<file path="src/rtl/cpu_pkg.sv">
// Shared CPU definitions used by the fetch stage and the control unit.
// Holds the default datapath widths, the 4-bit opcode map and the
// fetch sequencer state type.
package cpu_pkg;

  localparam int INST_W = 8;
  localparam int PC_W   = 8;
  localparam int OPC_W  = 4;

  localparam logic [OPC_W-1:0] OPC_MOVE  = 4'b0000;
  localparam logic [OPC_W-1:0] OPC_ADD   = 4'b0001;
  localparam logic [OPC_W-1:0] OPC_SUB   = 4'b0010;
  localparam logic [OPC_W-1:0] OPC_AND   = 4'b0011;
  localparam logic [OPC_W-1:0] OPC_OR    = 4'b0100;
  localparam logic [OPC_W-1:0] OPC_XOR   = 4'b0101;
  localparam logic [OPC_W-1:0] OPC_SHL   = 4'b0110;
  localparam logic [OPC_W-1:0] OPC_SHR   = 4'b0111;
  localparam logic [OPC_W-1:0] OPC_LD    = 4'b1000;
  localparam logic [OPC_W-1:0] OPC_ST    = 4'b1001;
  localparam logic [OPC_W-1:0] OPC_BEQ   = 4'b1010;
  localparam logic [OPC_W-1:0] OPC_BNE   = 4'b1011;
  localparam logic [OPC_W-1:0] OPC_JAL   = 4'b1100;
  localparam logic [OPC_W-1:0] OPC_JR    = 4'b1101;
  localparam logic [OPC_W-1:0] OPC_ADDI  = 4'b1110;
  localparam logic [OPC_W-1:0] OPC_LI    = 4'b1111;

  // FETCH: issue or hold a request. DROP: an outstanding request belongs
  // to a redirected-away path; its data is discarded when it returns.
  typedef enum logic [0:0] {
    FETCH = 1'b0,
    DROP  = 1'b1
  } fetch_state_t;

endpackage

</file>
<file path="src/rtl/fetch_fifo.sv">
// Small synchronous FIFO buffering fetched {instruction, pc} entries.
// Ports:
//   clk, reset_n   clock, asynchronous active-low reset
//   push, din      write an entry (ignored when full unless popping too)
//   pop            remove the head entry (ignored when empty)
//   flush          empty the FIFO; overrides push and pop
//   count          number of stored entries
//   full, empty    occupancy flags
//   head           oldest entry, straight from the storage registers
module fetch_fifo #(
  parameter int WIDTH = 16,
  parameter int DEPTH = 2
) (
  input  logic                     clk,
  input  logic                     reset_n,
  input  logic                     push,
  input  logic                     pop,
  input  logic                     flush,
  input  logic [WIDTH-1:0]         din,
  output logic [$clog2(DEPTH):0]   count,
  output logic                     full,
  output logic                     empty,
  output logic [WIDTH-1:0]         head
);

  localparam int AW = $clog2(DEPTH);
  localparam int CW = AW + 1;

  logic [WIDTH-1:0] mem [DEPTH];
  logic [AW-1:0]    wr_ptr;
  logic [AW-1:0]    rd_ptr;
  logic [CW-1:0]    cnt;
  logic             do_push;
  logic             do_pop;

  assign empty   = (cnt == '0);
  assign full    = (cnt == CW'(DEPTH));
  assign do_pop  = pop && !empty;
  // A full FIFO still accepts a write when the head leaves in the same cycle.
  assign do_push = push && (!full || do_pop);

  // Storage is cleared on reset so the head reads zero out of reset;
  // pointers wrap naturally because DEPTH is a power of two.
  always_ff @(posedge clk or negedge reset_n) begin
    if (!reset_n) begin
      wr_ptr <= '0;
      rd_ptr <= '0;
      cnt    <= '0;
      for (int i = 0; i < DEPTH; i++) mem[i] <= '0;
    end else if (flush) begin
      wr_ptr <= '0;
      rd_ptr <= '0;
      cnt    <= '0;
    end else begin
      if (do_push) begin
        mem[wr_ptr] <= din;
        wr_ptr      <= wr_ptr + AW'(1);
      end
      if (do_pop) rd_ptr <= rd_ptr + AW'(1);
      cnt <= cnt + CW'(do_push) - CW'(do_pop);
    end
  end

  assign count = cnt;
  assign head  = mem[rd_ptr];

endmodule

</file>
<file path="src/rtl/fetch_unit.sv">
// Instruction fetch stage. Owns the program counter, fetches instructions
// over a single-outstanding req/ack memory handshake, buffers them in a
// small FIFO and hands them to decode with valid/ready. A redirect flushes
// the buffer and retargets the PC; a request already on the bus is held
// until acked and its data dropped.
// Ports:
//   clk, reset_n           clock, asynchronous active-low reset
//   imem_req, imem_addr    registered fetch request / address
//   imem_ack, imem_rdata   memory accept with same-cycle data
//   inst_valid, inst_ready decode handshake
//   instruction, inst_pc   head-of-buffer instruction and its PC
//   redirect_valid/_pc     taken branch or jump target (1-cycle pulse)
module fetch_unit #(
  parameter int              PC_W       = cpu_pkg::PC_W,
  parameter int              INST_W     = cpu_pkg::INST_W,
  parameter logic [PC_W-1:0] RESET_PC   = '0,
  parameter int              FIFO_DEPTH = 2
) (
  input  logic              clk,
  input  logic              reset_n,
  output logic              imem_req,
  output logic [PC_W-1:0]   imem_addr,
  input  logic              imem_ack,
  input  logic [INST_W-1:0] imem_rdata,
  output logic              inst_valid,
  input  logic              inst_ready,
  output logic [INST_W-1:0] instruction,
  output logic [PC_W-1:0]   inst_pc,
  input  logic              redirect_valid,
  input  logic [PC_W-1:0]   redirect_pc
);

  import cpu_pkg::*;

  // FIFO_DEPTH must be a power of two and at least 2.
  localparam int CW = $clog2(FIFO_DEPTH) + 1;
  localparam int EW = INST_W + PC_W;

  fetch_state_t      state, state_n;
  logic [PC_W-1:0]   fetch_pc, pc_n;
  logic [PC_W-1:0]   addr_q, addr_n;
  logic              req_q, req_n;
  logic              ack_fire;
  logic              hold;
  logic              push;
  logic              pop;
  logic              issue;
  logic [CW-1:0]     count, count_n;
  logic              full;
  logic              empty;
  logic [EW-1:0]     head;

  assign ack_fire = req_q && imem_ack;
  // An un-acked request keeps req/addr frozen, whatever else happens.
  assign hold     = req_q && !imem_ack;
  // Redirect wins: the same-cycle pop and any returning data are dropped.
  assign pop      = !empty && inst_ready && !redirect_valid;
  assign push     = (state == FETCH) && ack_fire && !redirect_valid && (!full || pop);

  always_comb begin
    state_n = state;
    pc_n    = fetch_pc;
    if (redirect_valid) begin
      pc_n    = redirect_pc;
      state_n = hold ? DROP : FETCH;
    end else if (state == FETCH) begin
      if (ack_fire) pc_n = fetch_pc + PC_W'(1);
    end else if (ack_fire) begin
      state_n = FETCH;
    end
  end

  // Occupancy after this cycle; a new request is issued only when a slot is
  // free for it, which reserves that slot until the data returns.
  always_comb begin
    count_n = count;
    if (redirect_valid) count_n = '0;
    else                count_n = count + CW'(push) - CW'(pop);
  end

  assign issue  = !hold && (state_n == FETCH) && (count_n < CW'(FIFO_DEPTH));
  assign req_n  = issue || hold;
  assign addr_n = issue ? pc_n : addr_q;

  // ---- request / PC register stage ----
  always_ff @(posedge clk or negedge reset_n) begin
    if (!reset_n) begin
      state    <= FETCH;
      fetch_pc <= RESET_PC;
      req_q    <= 1'b0;
      addr_q   <= RESET_PC;
    end else begin
      state    <= state_n;
      fetch_pc <= pc_n;
      req_q    <= req_n;
      addr_q   <= addr_n;
    end
  end

  // ---- instruction buffer stage ----
  fetch_fifo #(
    .WIDTH (EW),
    .DEPTH (FIFO_DEPTH)
  ) u_fifo (
    .clk     (clk),
    .reset_n (reset_n),
    .push    (push),
    .pop     (pop),
    .flush   (redirect_valid),
    .din     ({imem_rdata, fetch_pc}),
    .count   (count),
    .full    (full),
    .empty   (empty),
    .head    (head)
  );

  assign imem_req    = req_q;
  assign imem_addr   = addr_q;
  assign inst_valid  = !empty;
  assign instruction = head[EW-1 -: INST_W];
  assign inst_pc     = head[PC_W-1:0];

endmodule

</file>
<file path="config.mk">
export PLATFORM = sky130hd
export DESIGN_NAME = fetch_unit
export DESIGN_NICKNAME = d
export VERILOG_FILES = /design/src/rtl/cpu_pkg.sv /design/src/rtl/fetch_fifo.sv /design/src/rtl/fetch_unit.sv
export SDC_FILE = /design/constraint.sdc
export NUM_CORES = 1
export LEC_CHECK = 0
export CAP_MARGIN = 20
export CORE_ASPECT_RATIO = 0.5
export CORE_MARGIN = 4
export CORE_UTILIZATION = 45
export CTS_CLUSTER_SIZE = 12
export DETAILED_ROUTE_END_ITERATION = 10
export DONT_BUFFER_PORTS = 1
export PLACE_DENSITY = 0.61
export SETUP_SLACK_MARGIN = 0.02
export SYNTH_ARGS = -nofsm -noshare
export SYNTH_HDL_FRONTEND = slang
export SYNTH_SLANG_ARGS = --single-unit
</file>
<file path="constraint.sdc">
create_clock -name clk -period 2.2 [get_ports clk]
set_clock_uncertainty 0.1 [all_clocks]
set_input_delay 0.33 -clock clk [delete_from_list [all_inputs] [get_ports clk]]
set_output_delay 0.33 -clock clk [all_outputs]
set_load 0.1 [all_outputs]
</file>
* Word-level counts from Yosys, hierarchy flattened *
Index checks and enable logic that the tools add are counted.

storage, ports and cells
  register bits after elaboration = 54
  input bits = 21
  output and inout bits = 26
  word-level logic and storage cells = 69

operators by class
  add/subtract/negate cells = 7
  $lt $le $gt $ge = 4
  equality and inequality tests = 1
  muxes and demuxes = 19
  bitwise operators = 5
  reduce and logical (&&, ||, !) cells = 24

operators with widths
  operator                                             number
  2-to-1 mux 16 bit                                    4
  bitwise mux 32 bit                                   1
  2-to-1 mux 8 bit                                     3
  demux 16 bit (select 1 bit)                          1
  logical AND 1 bit                                    12
  adder 8 x 1 -> 8 bit (second input constant)         1
  2-to-1 mux 1 bit                                     8
  logical NOT 1 bit                                    5
  adder 2 x 1 -> 2 bit                                 2
  >= comparator 2 bit (second input constant)          2
  2-to-1 mux 2 bit                                     2
  inverter 1 -> 2 bit                                  2
  nonzero test 2 bit                                   2
  subtractor 2 x 1 -> 2 bit                            2
  logical OR 1 bit                                     3
  inverter 1 bit                                       3
  adder 1 bit (second input constant)                  2
  == test 2 bit (second input constant)                1
  logical NOT 2 bit                                    1
  < comparator 2 x 1 -> 1 bit (second input constant)  1
  < comparator 2 bit (second input constant)           1
  AND reduction 2 bit                                  1

* Depth between registers and ports, before layout *
Gate-level depths: netlist of run 1.

  depth in word-level cells = 12
  gate-level depth with buffers = 8
  gate-level depth less buffers = 8

* Modules after synthesis *
From an unflattened synthesis of run 1, not the netlist that was laid out.

unflattened totals
  cells, all modules = 202
  area total of the unflattened synthesis = 2643.8 um^2

by module, submodules not included
  module      instances  cells each  area an instance (um^2)  sequential area each (um^2)
  fetch_fifo  1          115         1695.4                   900.9
  fetch_unit  1          87          948.4                    450.4

* Worst setup path after synthesis of run 1 *
Ideal clock, no wire load.

  kind = reg-to-reg
  start point = reg u_fifo.cnt[1] (netlist: u_fifo.count[1])
  end point = reg addr_q[0] (netlist: imem_addr[0])
  arrival time = 2.380 ns
  data required time = 1.974 ns
  slack = -0.406 ns
  stages on the path, launching flop included = 9
  clock period less this slack = 2.606 ns
  path through = dfrtp_1 > or2_2 > nand2_1 > nor2_1 > ha_1 > a211oi_2 > xnor2_1 > o21ai_4 > mux2_2

on the way
  longest elaborated chain between the ends = 11
  elaborated cells on any way between the ends = 13
  those cells by class = add/sub: 2; order compare: 1; eq/ne: 1; mux: 1; reduce/logical: 8

ends and longest elaborated chain
  element                             line              RTL
  start: declaration                  fetch_fifo.sv:32  logic [CW-1:0] cnt;
  start signal: assignment            fetch_fifo.sv:60  cnt <= cnt + CW'(do_push) - CW'(do_pop);
  logical NOT 2 bit (*)               fetch_fifo.sv:36  assign empty = (cnt == '0);
  logical NOT 1 bit (*)               n/a
  named net inst_valid                fetch_unit.sv:25  output logic inst_valid,
  logical AND 1 bit (*) (2 in a row)  fetch_unit.sv:57  assign pop = !empty && inst_ready && !redirect_valid;
  logical OR 1 bit                    fetch_unit.sv:58  assign push = (state == FETCH) && ack_fire && !redirect_valid && (!full || pop);
  logical AND 1 bit                   fetch_unit.sv:58
  adder 2 x 1 -> 2 bit                fetch_unit.sv:78  else count_n = count + CW'(push) - CW'(pop);
  subtractor 2 x 1 -> 2 bit (*)       fetch_unit.sv:78
  2-to-1 mux 2 bit (*)                fetch_unit.sv:77  if (redirect_valid) count_n = '0;
  < comparator 2 bit (*)              fetch_unit.sv:81  assign issue = !hold && (state_n == FETCH) && (count_n < CW'(FIFO_DEPTH));
  logical AND 1 bit (*)               fetch_unit.sv:81
  end signal: assignment              fetch_unit.sv:96  addr_q <= addr_n;
  end: declaration                    fetch_unit.sv:41  logic [PC_W-1:0] addr_q, addr_n;

The timed path passes the listed nets; every way through them passes the cells marked *.
A chain may end at the register's enable or synchronous reset.

* Worst setup path in the final report of run 1 *
  start point = reg u_fifo.cnt[1] (netlist: u_fifo.count[1])
  end point = reg addr_q[6] (netlist: imem_addr[6])

on the way
  longest elaborated chain between the ends = 11
  elaborated cells on any way between the ends = 13
  those cells by class = add/sub: 2; order compare: 1; eq/ne: 1; mux: 1; reduce/logical: 8

ends and longest elaborated chain
  element                         line
  logical NOT 2 bit               fetch_fifo.sv:36
  logical NOT 1 bit               fetch_unit.sv:57
  logical AND 1 bit (2 in a row)  fetch_unit.sv:57
  logical OR 1 bit                fetch_unit.sv:58
  logical AND 1 bit               fetch_unit.sv:58
  adder 2 x 1 -> 2 bit            fetch_unit.sv:78
  subtractor 2 x 1 -> 2 bit (*)   fetch_unit.sv:78
  2-to-1 mux 2 bit (*)            fetch_unit.sv:77
  < comparator 2 bit (*)          fetch_unit.sv:81
  logical AND 1 bit (*)           fetch_unit.sv:81

Every way passes the cells marked *; elsewhere a longest branch is shown, timed or not.

==> results of run 1 <==
metal layers:
metal	part of all wire (%)	GRT usage [%]	vias up
li1	-	-	710
met1	45	20.2	761
met2	46	23.9	39
met3	7.9	5.79	4
met4	0.98	4.57	0
met5	0	0	-
worst max-delay path by stage:
stage                   endpoint            start  cells past startpoint  slack [ns]
floorplan           imem_addr[0]  u_fifo.count[1]                      8       -0.17
global placement    imem_addr[0]  u_fifo.count[1]                      9        0.07
detailed placement  imem_addr[2]  u_fifo.count[1]                      9       0.008
CTS                 imem_addr[2]  u_fifo.count[1]                      9      -0.002
global route        imem_addr[5]  u_fifo.count[1]                      9       -0.08
finish              imem_addr[6]  u_fifo.count[1]                      9       0.007
cells in the final DEF (no fill, tap or decap), drive strengths merged, types with 4 or more instances in the layout:
cell    instances
nor2            8
nand2          12
xnor2           8
xor2            5
buf            25
mux2           57
dfrtp          54
clkbuf          7
ha              4
o21ai           7
through the flow:
stage	hold WS [ns]	setup TNS, ns	util [%]
floorplan	-0.0656	-1.32	-
global placement	-0.0643	0	57.3
detailed placement	-0.0645	0	57.3
CTS	0.000268	-0.00220	60.7
global route	0.0142	-0.573	61.6
finish	0.0181	0	61.6
state kept, by name (all words and copies together), names as in the netlist:
register       cells
u_fifo.wr_ptr      1
u_fifo.rd_ptr      1
u_fifo.mem        32
fetch_pc           8
imem_req           1
imem_addr          8
u_fifo.count       2
state              1
cells by family after synthesis:
kind of cell / share of synthesized area (%)
flip-flops: 53.4
adder cells (fa/ha/maj): 1.98
buffers and inverters: 2.67
AO/OA/AOI/OAI: 3.06
multiplexers: 26.5
XOR/XNOR: 4.50
AND/OR/NAND/NOR: 7.91
timing repair:
item	CTS	global route
hold endpoints to repair	56	1
setup endpoints to repair	3	8
hold buffers	3	1
resized for setup	0	8
layout make-up:
cell class	count	share of cell area [%]
repair buffers	28	14.4
flip-flops and latches	54	42.4
clock buffers	7	4.16
multi-input cells	123	36.0
inverters	3	0.353
well taps	70	2.75
==> flow_results.org, run 1 <==
** Global route
- In the global route stage, overall resource usage came out at 15.2%.
- Global-route wire length before repair :: 8.09 mm
- Number of global-route vias before repair :: 1623
- The initial antenna violation count is 0.
- GRT Residual Overflow :: 0
- Largest net degree at the start of global routing :: 55

** Placement
- After detailed placement, the total cell area comes to 2970 sq um.
- Placed Cells :: 274
- At the end of routability-driven placement, the weighted congestion stood at 0.764.
- At the placement stage, the worst setup path has a slack of 0.00798 ns.
- Port bufs :: 0
- Detailed placer's ending HPWL :: 3.31 mm

** Drt
- Dividing the detail-routed via count by the number of cells gives 5.31.
- After detailed routing, the number of remaining DRC violations is 0.
- Routed wirelength normalized by instance count :: 16.4 um
- Detailed-routing iteration count for the pre-antenna-repair pass :: 4
- Antenna viol nets, final :: 0
- Via count :: 1514
- Starting DRC count in detailed routing :: 40
- The routed design has 4.68 mm of wire.

** STA
- In this run the tightest slew margin relative to its limit is 38.3%.
- The total count of hold-check failures in the final report came to 0.
- Setup repair after global routing could not meet its margin everywhere.
- In the post-route analysis, the smallest setup slack over all paths is 0.00671 ns.
- The worst path uses 99.7% of the clock period.
- Number of failing setup endpoints in the final timing report :: 0
- After layout, the minimum clock period comes to 2.19 ns.
- At the pin with the least slew margin, the transition time is 0.925 ns.
- Final number of max-transition violations :: 0
- Fmax :: 456 MHz

** Worst setup path
- On the worst path, the slowest cell contributes a delay of 0.38 ns.
- Register-to-register setup slack :: 0.007 ns
- STA puts the critical path data required time at 2.27 ns.
- Element type at the critical path end :: flop
- Reg2Reg Launch Point :: u_fifo.count[1]
- The number of buffers and inverters on the critical path is 1.
- The critical path in this run is classified as flop to flop.
- R2r worst-path depth :: 9
- Delay-heaviest family, CP :: compound AO/OA/AOI/OAI gates
- Kind of start point of the critical path :: flop
- The critical path goes through or2_4 -> nand2_4 -> nor2_2 -> ha_1 -> a211oi_2 -> xnor2_2 -> o21ai_4 -> buf_6 -> mux2_2.
- In this run the critical register-to-register path is captured at imem_addr[6].
- Cell with the biggest individual delay on the critical path :: dfrtp_1
- Data arrival time of the critical path :: 2.26 ns
- In this run the worst path has a maximum fanout of 4.

** Job
- The tool flagged a number of max-cap violations equal to 0.

** Cells and area
- The finished cells cover 3190 sq um.
- Area grow syn2layout :: 26.0%
- After the last flow step, the layout net total stands at 240.
- The multi-input combinational cells in the finished layout cover a total of 1150 sq um.
- In the final layout, the share of cells above drive strength 1 is 41.4%.
- The finished layout holds 285 standard cells, fillers aside.
- Final antenna diode count :: 0
- Area of all sequential standard cells :: 1350 sq um
- Filler Cells Inserted :: 398

** Clock tree
- Master cell of the clock root buffer :: clkbuf_16
- Clock latency on the worst-skew pair, taken at its later pin, is 0.28 ns.
- Clock-pin slew of the registers on the worst-case setup and hold paths :: 0.06 ns
- Number of sinks on the clock net :: 54
- In this run the deepest clock path goes through 2 buffers.
- TritonCTS built the clock tree.
- CTS Buf Count :: 5
- H-Tree Level Count :: 2
- Setup Buffers After CTS :: 0

** Min path
- The path with the worst hold slack has its endpoint at u_fifo.count[1].
- The path class of the tightest hold or removal check is input pin to flop.
- Startpoint of the tightest hold check path :: redirect_valid
- Number of stages on the worst hold path :: 1

** Synth
- Sorting the synthesized cells by area gives the leading types as dfrtp_1 53%, mux2_2 21%, mux2_1 4.4%.
- Post-synth EDFFs :: 0
- Seq/Total Area, Yosys :: 53.4%
- Share of the synthesized area in the top cell type :: 53.4%
- Async S/R FF share, synth :: 100%
- Synth cell count leaders :: 54 x dfrtp_1, 47 x mux2_2, 11 x nand2_1, 10 x mux2_1
- Register bit count reported by yosys :: 54
- When the netlist entered floorplanning its net count stood at 213.
- The most used flip-flop cell after synthesis is dfrtp_1.
- After synthesis the cells add up to 2530 sq um.
- The netlist uses 31 different library cells.
- Largest area contributor in the synthesized netlist :: dfrtp_1
- Most instantiated library cell after synthesis :: dfrtp_1
- Average cell area after synthesis :: 13.5 sq um
- Synthesis handed over a netlist of 188 instances.
- During synthesis, Yosys emitted a total of 0 warnings.

** Floorplanning
- The initialized floorplan defines 18 standard-cell rows.
- Effective utilization at floorplan :: 48.9%
- Width of the die :: 114 um
- The total area inside the core boundary comes to 5180 sq um.
- Number of ports placed on the die boundary :: 47
- Vert. Die Dim :: 61.0 um
- The die covers 6960 sq um.

** Status
- Outcome :: finished clean
Power of run 1 is left out: the tool's default activity adds up to more than one toggle a clock period on the data nets, which glitch-free logic cannot reach.
==> inputs of run 2 (changes only) <==
--- a/config.mk
+++ b/config.mk
@@ -5,14 +5,15 @@
 export SDC_FILE = /design/constraint.sdc
 export NUM_CORES = 1
 export LEC_CHECK = 0
+export BUFFER_PORTS_ARGS = -buffer_cell sky130_fd_sc_hd__buf_2
 export CAP_MARGIN = 20
 export CORE_ASPECT_RATIO = 0.5
 export CORE_MARGIN = 4
 export CORE_UTILIZATION = 45
 export CTS_CLUSTER_SIZE = 12
 export DETAILED_ROUTE_END_ITERATION = 10
-export DONT_BUFFER_PORTS = 1
-export PLACE_DENSITY = 0.61
+export PLACE_DENSITY = 0.68
+export RECOVER_POWER = 25
 export SETUP_SLACK_MARGIN = 0.02
 export SYNTH_ARGS = -nofsm -noshare
 export SYNTH_HDL_FRONTEND = slang
==> run 2 against run 1 <==
  * Setup slack improved by 0.027 ns
  * Utilization up 1.8 points
  * Sequential share of layout area decreased by 1.2 points
  * Non-clock buffer count is 28 higher
  * Hold slack improved by 0.16 ns
  * Maximum frequency increased by 1.2%
  * Sequential cell count is the same
  * Count of clock-buffer cells in the layout is 1 lower
  * Die area did not move
  * Via count up 5.0%
  * Register-to-register slack better by 0.03 ns
  * Critical path type unchanged
  * Highest routed layer unchanged
==> flow_results.org, run 2 (synthesized netlist as in run 1, its figures left out) <==
** Drt
- The first routing iteration left 41 violations.
- Avg Vias per Cell :: 5.06
- Routed wirelength normalized by instance count :: 15.4 um
- For this block, the routed nets add up to 4.83 mm of wire.
- For this run, design rule violations remaining after detail routing come to 0.
- Detailed-routing iteration count for the pre-antenna-repair pass :: 4
- For this block, the via count after detailed routing is 1589.
- The count of nets left with antenna violations once routing finished came out at 0.

** Worst setup path
- Kind of start point of the critical path :: flop
- STA puts the critical path data required time at 2.27 ns.
- The setup check on the worst reg-to-reg path leaves a slack of 0.03 ns.
- In this run the worst path has a maximum fanout of 5.
- Element type at the critical path end :: flop
- Critical setup path kind :: flop to flop
- Data arrival time of the critical path :: 2.24 ns

** Global route
- Global routing consumed, over all layers together, 15.2% of the routing resources.
- The initial antenna violation count was 0.
- Met1 demand-to-capacity share in global routing :: 20.2%
- Global route hottest layer :: met2
- Global-route wire length before repair :: 8.20 mm
- GRT Residual Overflow :: 0
- Largest net degree at the start of global routing :: 24
- Global-route track usage on met2 :: 25.6%
- The via count of the first global-routing pass was 1693.
- Global routing used 3.43% of the available met3 tracks.

** STA
- Derived from the worst setup path, the maximum achievable clock frequency is 462 MHz.
- Setup violations remaining at the end of the flow were counted as 0.
- Number of hold violations in the final report :: 0
- Slew headroom :: 26.3%
- Setup repair after global routing could not meet its margin everywhere.
- Fin crit period :: 2.17 ns
- WHS :: 0.175 ns
- The number of pins with negative max-slew slack in the final report was 0.
- After layout, the worst path uses 98.5% of the clock period.
- Actual slew at the worst max-slew pin :: 1.10 ns
- Setup total negative slack on the finished layout was measured at 0 ns.

** Clock tree
- TritonCTS built the clock tree.
- Number of sinks on the clock net :: 54
- Worst skew pair latency :: 0.29 ns
- The cell sitting at the root of the clock tree is a clkbuf_16.
- The H-tree was split into 2 levels.
- CTS Buf Count :: 5
- Longest Clk Path Bufs :: 2
- Clock-pin slew of the registers on the worst-case setup and hold paths :: 0.07 ns

** Floorplanning
- In this run the horizontal extent of the chip is 114 um.
- Die ar. :: 6960 sq um
- Number of placement rows :: 18
- Once the floorplan was initialized, standard cells occupied 48.9% of the core.
- Measured along the y axis, the die boundary spans 61.0 um.
- Number of ports placed on the die boundary :: 47
- Core Box Area :: 5180 sq um

** Cells and area
- Final antenna diode count :: 0
- Flip-flop count of the largest register, all copies and words added :: 32
- Filler Cells Inserted :: 415
- At the end of the flow, the number of nets in the layout was 268.
- Area used by multi-input combinational logic :: 1120 sq um
- Measured on the finished design, the core utilization comes to 63.4%.
- Final standard cell area without fillers :: 3280 sq um
- Relative to the synthesized area, the layout overhead comes to 29.6%.
- Most common library cell in the layout ignoring fill and taps :: dfrtp_1
- Of the cells placed in the final design, the portion with a size suffix greater than 1 is 48.8%.
- Most flop-heavy register :: u_fifo.mem
- Across the whole layout, storage elements account for 1350 sq um.
- In the layout the commonest cells are 53 x dfrtp_1, 46 x mux2_2, 30 x buf_2.

** Min path
- Class of the worst hold path :: input pin to flop

** Placement
- Summed over all nets, the half-perimeter wirelength after detailed placement is 3.42 mm.
- Buffers placed on the I/O ports in this run total 46.
- Final estimated routing congestion in global placement :: 0.758
- Total cell area at the placement stage :: 3110 sq um

** Status
- Outcome :: finished clean

** Job
- Number of max-cap violations :: 0
[run 2: cell types whose count changed in the layout (fill, tap and decap cells not counted), moves of 2 or more]
cell / before / now
mux2_4: 4 / 1
dlygate4sd3_1: 3 / 1
buf_6: 2 / 0
mux2_2: 43 / 46
buf_2: 0 / 30
buf_4: 5 / 7
[run 2: critical path, cell delays in order (launching register included)]
cell,delay [ns]
dfrtp_1,0.39
or2_4,0.26
nand2_2,0.06
nor2_1,0.04
ha_1,0.28
a211oi_2,0.17
xnor2_1,0.12
o21ai_4,0.14
buf_4,0.16
mux2_2,0.33
[run 2: per-layer routing]
metal,share of wire (%),up-vias
met5,0,-
met3,3.6,5
met2,49,29
met4,1.0,0
li1,-,757
met1,47,798
[run 2: metrics by stage]
step / cells / worst slack, ns
after global placement: 303 / 0.0140
after global routing: 314 / -0.0637
after CTS: 314 / 0.0283
after detailed placement: 303 / -0.0736
final: 314 / 0.0333
after floorplan: 188 / -0.171
[run 2: timing repair]
action,4_1_cts,5_1_grt
resized for setup,0,0
hold endpoints to repair,18,0
endpoints found under the setup margin,8,8
hold buffers,1,0
setup buffers,2,0
pin swaps,1,0
[run 2: path summary, 6_finish.rpt]
check                                       end             from  cells after the start
worst max register to register     imem_addr[0]  u_fifo.count[1]                      9
worst min register to register   u_fifo.mem[20]   u_fifo.mem[20]                      1
min in group asynchronous       u_fifo.count[0]          reset_n                      2
max in group asynchronous        u_fifo.mem[15]          reset_n                      3
worst max-delay path               imem_addr[0]  u_fifo.count[1]                      9
worst min-delay path             u_fifo.mem[27]    imem_rdata[3]                      2
[run 2: layout make-up]
class	instances	area share, %
flip-flops and latches	54	41.2
repair buffers	56	17.0
inverters	3	0.343
multi-input cells	123	34.2
well taps	70	2.67
clock buffers	6	4.23
clock inverters	2	0.381
Power of run 2 is left out for the same reason.
==> inputs of run 3 (changes only) <==
--- a/config.mk
+++ b/config.mk
@@ -5,6 +5,7 @@
 export SDC_FILE = /design/constraint.sdc
 export NUM_CORES = 1
 export LEC_CHECK = 0
+export ABC_AREA = 1
 export BUFFER_PORTS_ARGS = -buffer_cell sky130_fd_sc_hd__buf_2
 export CAP_MARGIN = 20
 export CORE_ASPECT_RATIO = 0.5
@@ -15,6 +16,7 @@
 export PLACE_DENSITY = 0.68
 export RECOVER_POWER = 25
 export SETUP_SLACK_MARGIN = 0.02
+export SLEW_MARGIN = 20
 export SYNTH_ARGS = -nofsm -noshare
 export SYNTH_HDL_FRONTEND = slang
 export SYNTH_SLANG_ARGS = --single-unit
==> constraint.sdc (replaced) <==
create_clock -name clk -period 2.2 [get_ports clk]
set_clock_uncertainty 0.1 [all_clocks]
set_input_delay 0.66 -clock clk [delete_from_list [all_inputs] [get_ports clk]]
set_output_delay 0.66 -clock clk [all_outputs]
set_load 0.1 [all_outputs]
==> run 3 against run 2 <==
  * Non-clock buffer count is 6 lower
  * First-iteration DRC count increased by 66%
  * Critical path depth shrank 6
  * Synthesized cell count rose by 56%
  * Sequential share of layout area fell by 1.7 points
  * Maximum frequency grew 0.49%
  * Setup slack better by 0.011 ns
  * Register-to-register slack improved by 0.45 ns
  * Hold slack better by 0.20 ns
  * Utilization is 3.1 points lower
  * Final area increased by 4.3%
  * Area after synthesis up 8.4%
==> flow_results.org, run 3 <==
** STA
- At the pin with the least slew margin, the transition time is 1.14 ns.
- Fin crit period :: 2.16 ns
- Unrepaired setup endpoints after global routing :: true
- After routing, the total negative slack on setup checks comes to 0 ns.
- Number of hold violations in the final report :: 0
- Crit path setup slack, layout :: 0.0439 ns
- The worst pin sits at a relative slew slack of 24.0%.
- Final number of max-transition violations :: 0
- Dividing the final minimum period by the clock period gives 98.0%.
- Setup violations remaining at the end of the flow were counted as 0.
- For this run, the top clock speed supported by timing is 464 MHz.

** Placement
- Detailed placer's ending HPWL :: 3.79 mm
- Timing analysis after detailed placement gives a worst setup slack of 0.0629 ns.
- Final estimated routing congestion in global placement :: 0.793
- Buffers placed on the I/O ports in this run total 46.

** Clock tree
- Hold repair after CTS inserted 0 buffers.
- Worst skew pair latency :: 0.29 ns
- H-Tree Level Count :: 2
- Clock-pin slew was measured on the worst setup and hold paths at 0.07 ns.
- Clock tree synthesis inserted a total of 5 buffers.
- Number of sinks on the clock net :: 54
- The root buffer cell chosen for the clock tree is clkbuf_16.
- Longest Clk Path Bufs :: 2
- In this run the post-CTS setup repair buffer count came out at 0.
- Clock tree from TritonCTS :: yes
- After clock tree synthesis, the repair step resized 0 gates.

** Synth
- Number of nets in the synthesized netlist :: 318
- Yosys warnings :: 0
- The synthesized design spends more area on one cell type than any other, namely dfrtp_1.
- Number of distinct library cells after synthesis :: 25
- For this run, asynchronously set or reset flops after synthesis account for 100%.
- Seq/Total Area, Yosys :: 49.2%
- Counting instances in the post-synthesis netlist gives the leading cell types as 95 x nand2_1, 54 x dfrtp_1, 28 x o21ai_2, 27 x inv_1, 16 x mux2_2.
- The synthesized design devotes to its leading area cell type 49.2% of total area.
- Post-synth EDFFs :: 0
- Counting flops and latches in the post-synthesis netlist gives 54.
- Most instantiated library cell after synthesis :: nand2_1
- Synthesis handed over a netlist of 293 instances.
- Sorting the synthesized cells by area gives the leading types as dfrtp_1 49%, nand2_1 13%, o21ai_2 8.9%.
- Average cell area after synthesis :: 9.37 sq um
- In the synthesized netlist the dominant register cell turns out to be dfrtp_1.
- Mapped Area :: 2750 sq um

** Min path
- The tightest min-delay check is of the flop to flop type.
- In this run the most critical hold path is launched from u_fifo.mem[13].
- Number of stages on the worst hold path :: 2

** Cells and area
- Most common library cell in the layout ignoring fill and taps :: nand2_1
- Commonest cells after routing, fill and taps aside :: 95 x nand2_1, 54 x dfrtp_1, 29 x buf_2
- 0 antenna diodes ended up in the layout.
- The register with the most flip-flops in the final layout is u_fifo.mem.
- The net count of the finished layout is 365.
- Filler Cells Inserted :: 472
- Flip-flop count of the largest register, all copies and words added :: 32
- From synthesis to final layout, the design area changed by 24.7%.
- Fraction of layout instances using a drive strength above 1 :: 34.3%

** Floorplanning
- The core region is 5680 sq um.
- The die covers 7490 sq um.
- Once the floorplan was initialized, standard cells occupied 48.3% of the core.
- Number of ports placed on the die boundary :: 47
- The die is 118 um wide.
- From bottom edge to top edge, the die measures 63.2 um.
- The floorplan has 19 rows.

** Worst setup path
- Element type at the critical path end :: primary output
- Tracing the worst setup path back leads to its startpoint at u_fifo.rd_ptr.
- R2r worst-path depth :: 11
- Kind of start point of the critical path :: flop
- Data arrives at the worst endpoint at 1.40 ns.
- Reg2Reg Launch Point :: u_fifo.count[1]
- The setup path with the least slack is of type flop to primary output.
- Of all nets on the critical path, the largest fanout is 17.
- STA puts the critical path data required time at 1.44 ns.

** Drt
- Antenna viol nets, final :: 0
- DR DRC count :: 0
- Summed over all layers, the routed wires come to 5.29 mm.
- In this run, the number of DRC markers left after iteration 0 of detailed routing was 68.
- Dividing the detail-routed wire length by the instance count gives 12.8 um.
- Via count :: 2031
- Avg Vias per Cell :: 4.91
- Detailed-routing iteration count for the pre-antenna-repair pass :: 5

** Global route
- Number of global-route vias before repair :: 1956
- In the global route stage, overall resource usage came out at 15.2%.
- For this run the aggregate overflow at the end of global routing stands at 0.
- Number of antenna violations at the first check in global routing :: 0
- Largest net degree at the start of global routing :: 35
- The first global-routing pass estimated 9.36 mm of wire.

** Status
- The flow ran to the end, and the final reports show no timing, DRC or antenna violations.

** Job
- Across the run, the number of max-cap violations was 0.
[run 3: cell types whose count changed in the layout (fill, tap and decap cells not counted), sizes merged, moves of 4 or more]
cell and change:
nor2 +5, inv +28, mux2 -41, xnor2 -7, nand2 +88, xor2 -4
nand3 +15, buf -6, o21ai +30
[run 3: path summary, 6_finish.rpt]
check	to	slack, ns
max	inst_pc[5]	0.04
min	u_fifo.mem[13]	0.38
max reg2reg	imem_addr[6]	0.48
min reg2reg	u_fifo.mem[13]	0.38
max in group asynchronous	fetch_pc[6]	0.38
min in group asynchronous	u_fifo.mem[26]	0.47
[run 3: final cells by class]
cell class	instances	area [sq um]	area share (%)
Sequential cell	54	1350	39.5
Multi-Input combinational cell	198	1180	34.4
Timing Repair Buffer	50	512	15.0
Clock buffer	8	166	4.86
Inverter	31	124	3.62
Tap cell	73	91.3	2.67
[run 3: through the flow]
step                cells  area, sq um  util [%]  hold slack, ns
floorplan             293         2750         -           0.264
global placement      405         3260      57.4           0.358
detailed placement    405         3260      57.4           0.364
CTS                   413         3430      60.3           0.252
global route          414         3420      60.2           0.403
finish                414         3420      60.2           0.379
[run 3: kinds of logic (layout without fill, tap and decap cells)]
family | count (synthesis) | after routing | share of synthesized area [%]
and+or+nand+nor | 134 | 134 | 22.4
DFF | 54 | 54 | 49.2
AOI/OAI and AO/OA | 42 | 42 | 11.5
buffers and inverters | 41 | 89 | 7.89
muxes | 16 | 16 | 6.56
adders and majority gates | 4 | 4 | 1.82
xor gates and xnor gates | 2 | 2 | 0.638
[run 3: critical path, stage by stage, from the launching register on]
cell,delay (ns)
dfrtp_1,0.37
buf_12,0.17
mux2_2,0.39
buf_12,0.18
[run 3: layer usage]
layer  up-vias  track usage (%)  part of all wire, %
met5         -                0                    0
li1       1039                -                    -
met2        44             23.2                   43
met1       940             21.2                   51
met4         0             5.19                  1.5
met3         8             4.11                  4.9
Power of run 3 is left out for the same reason.
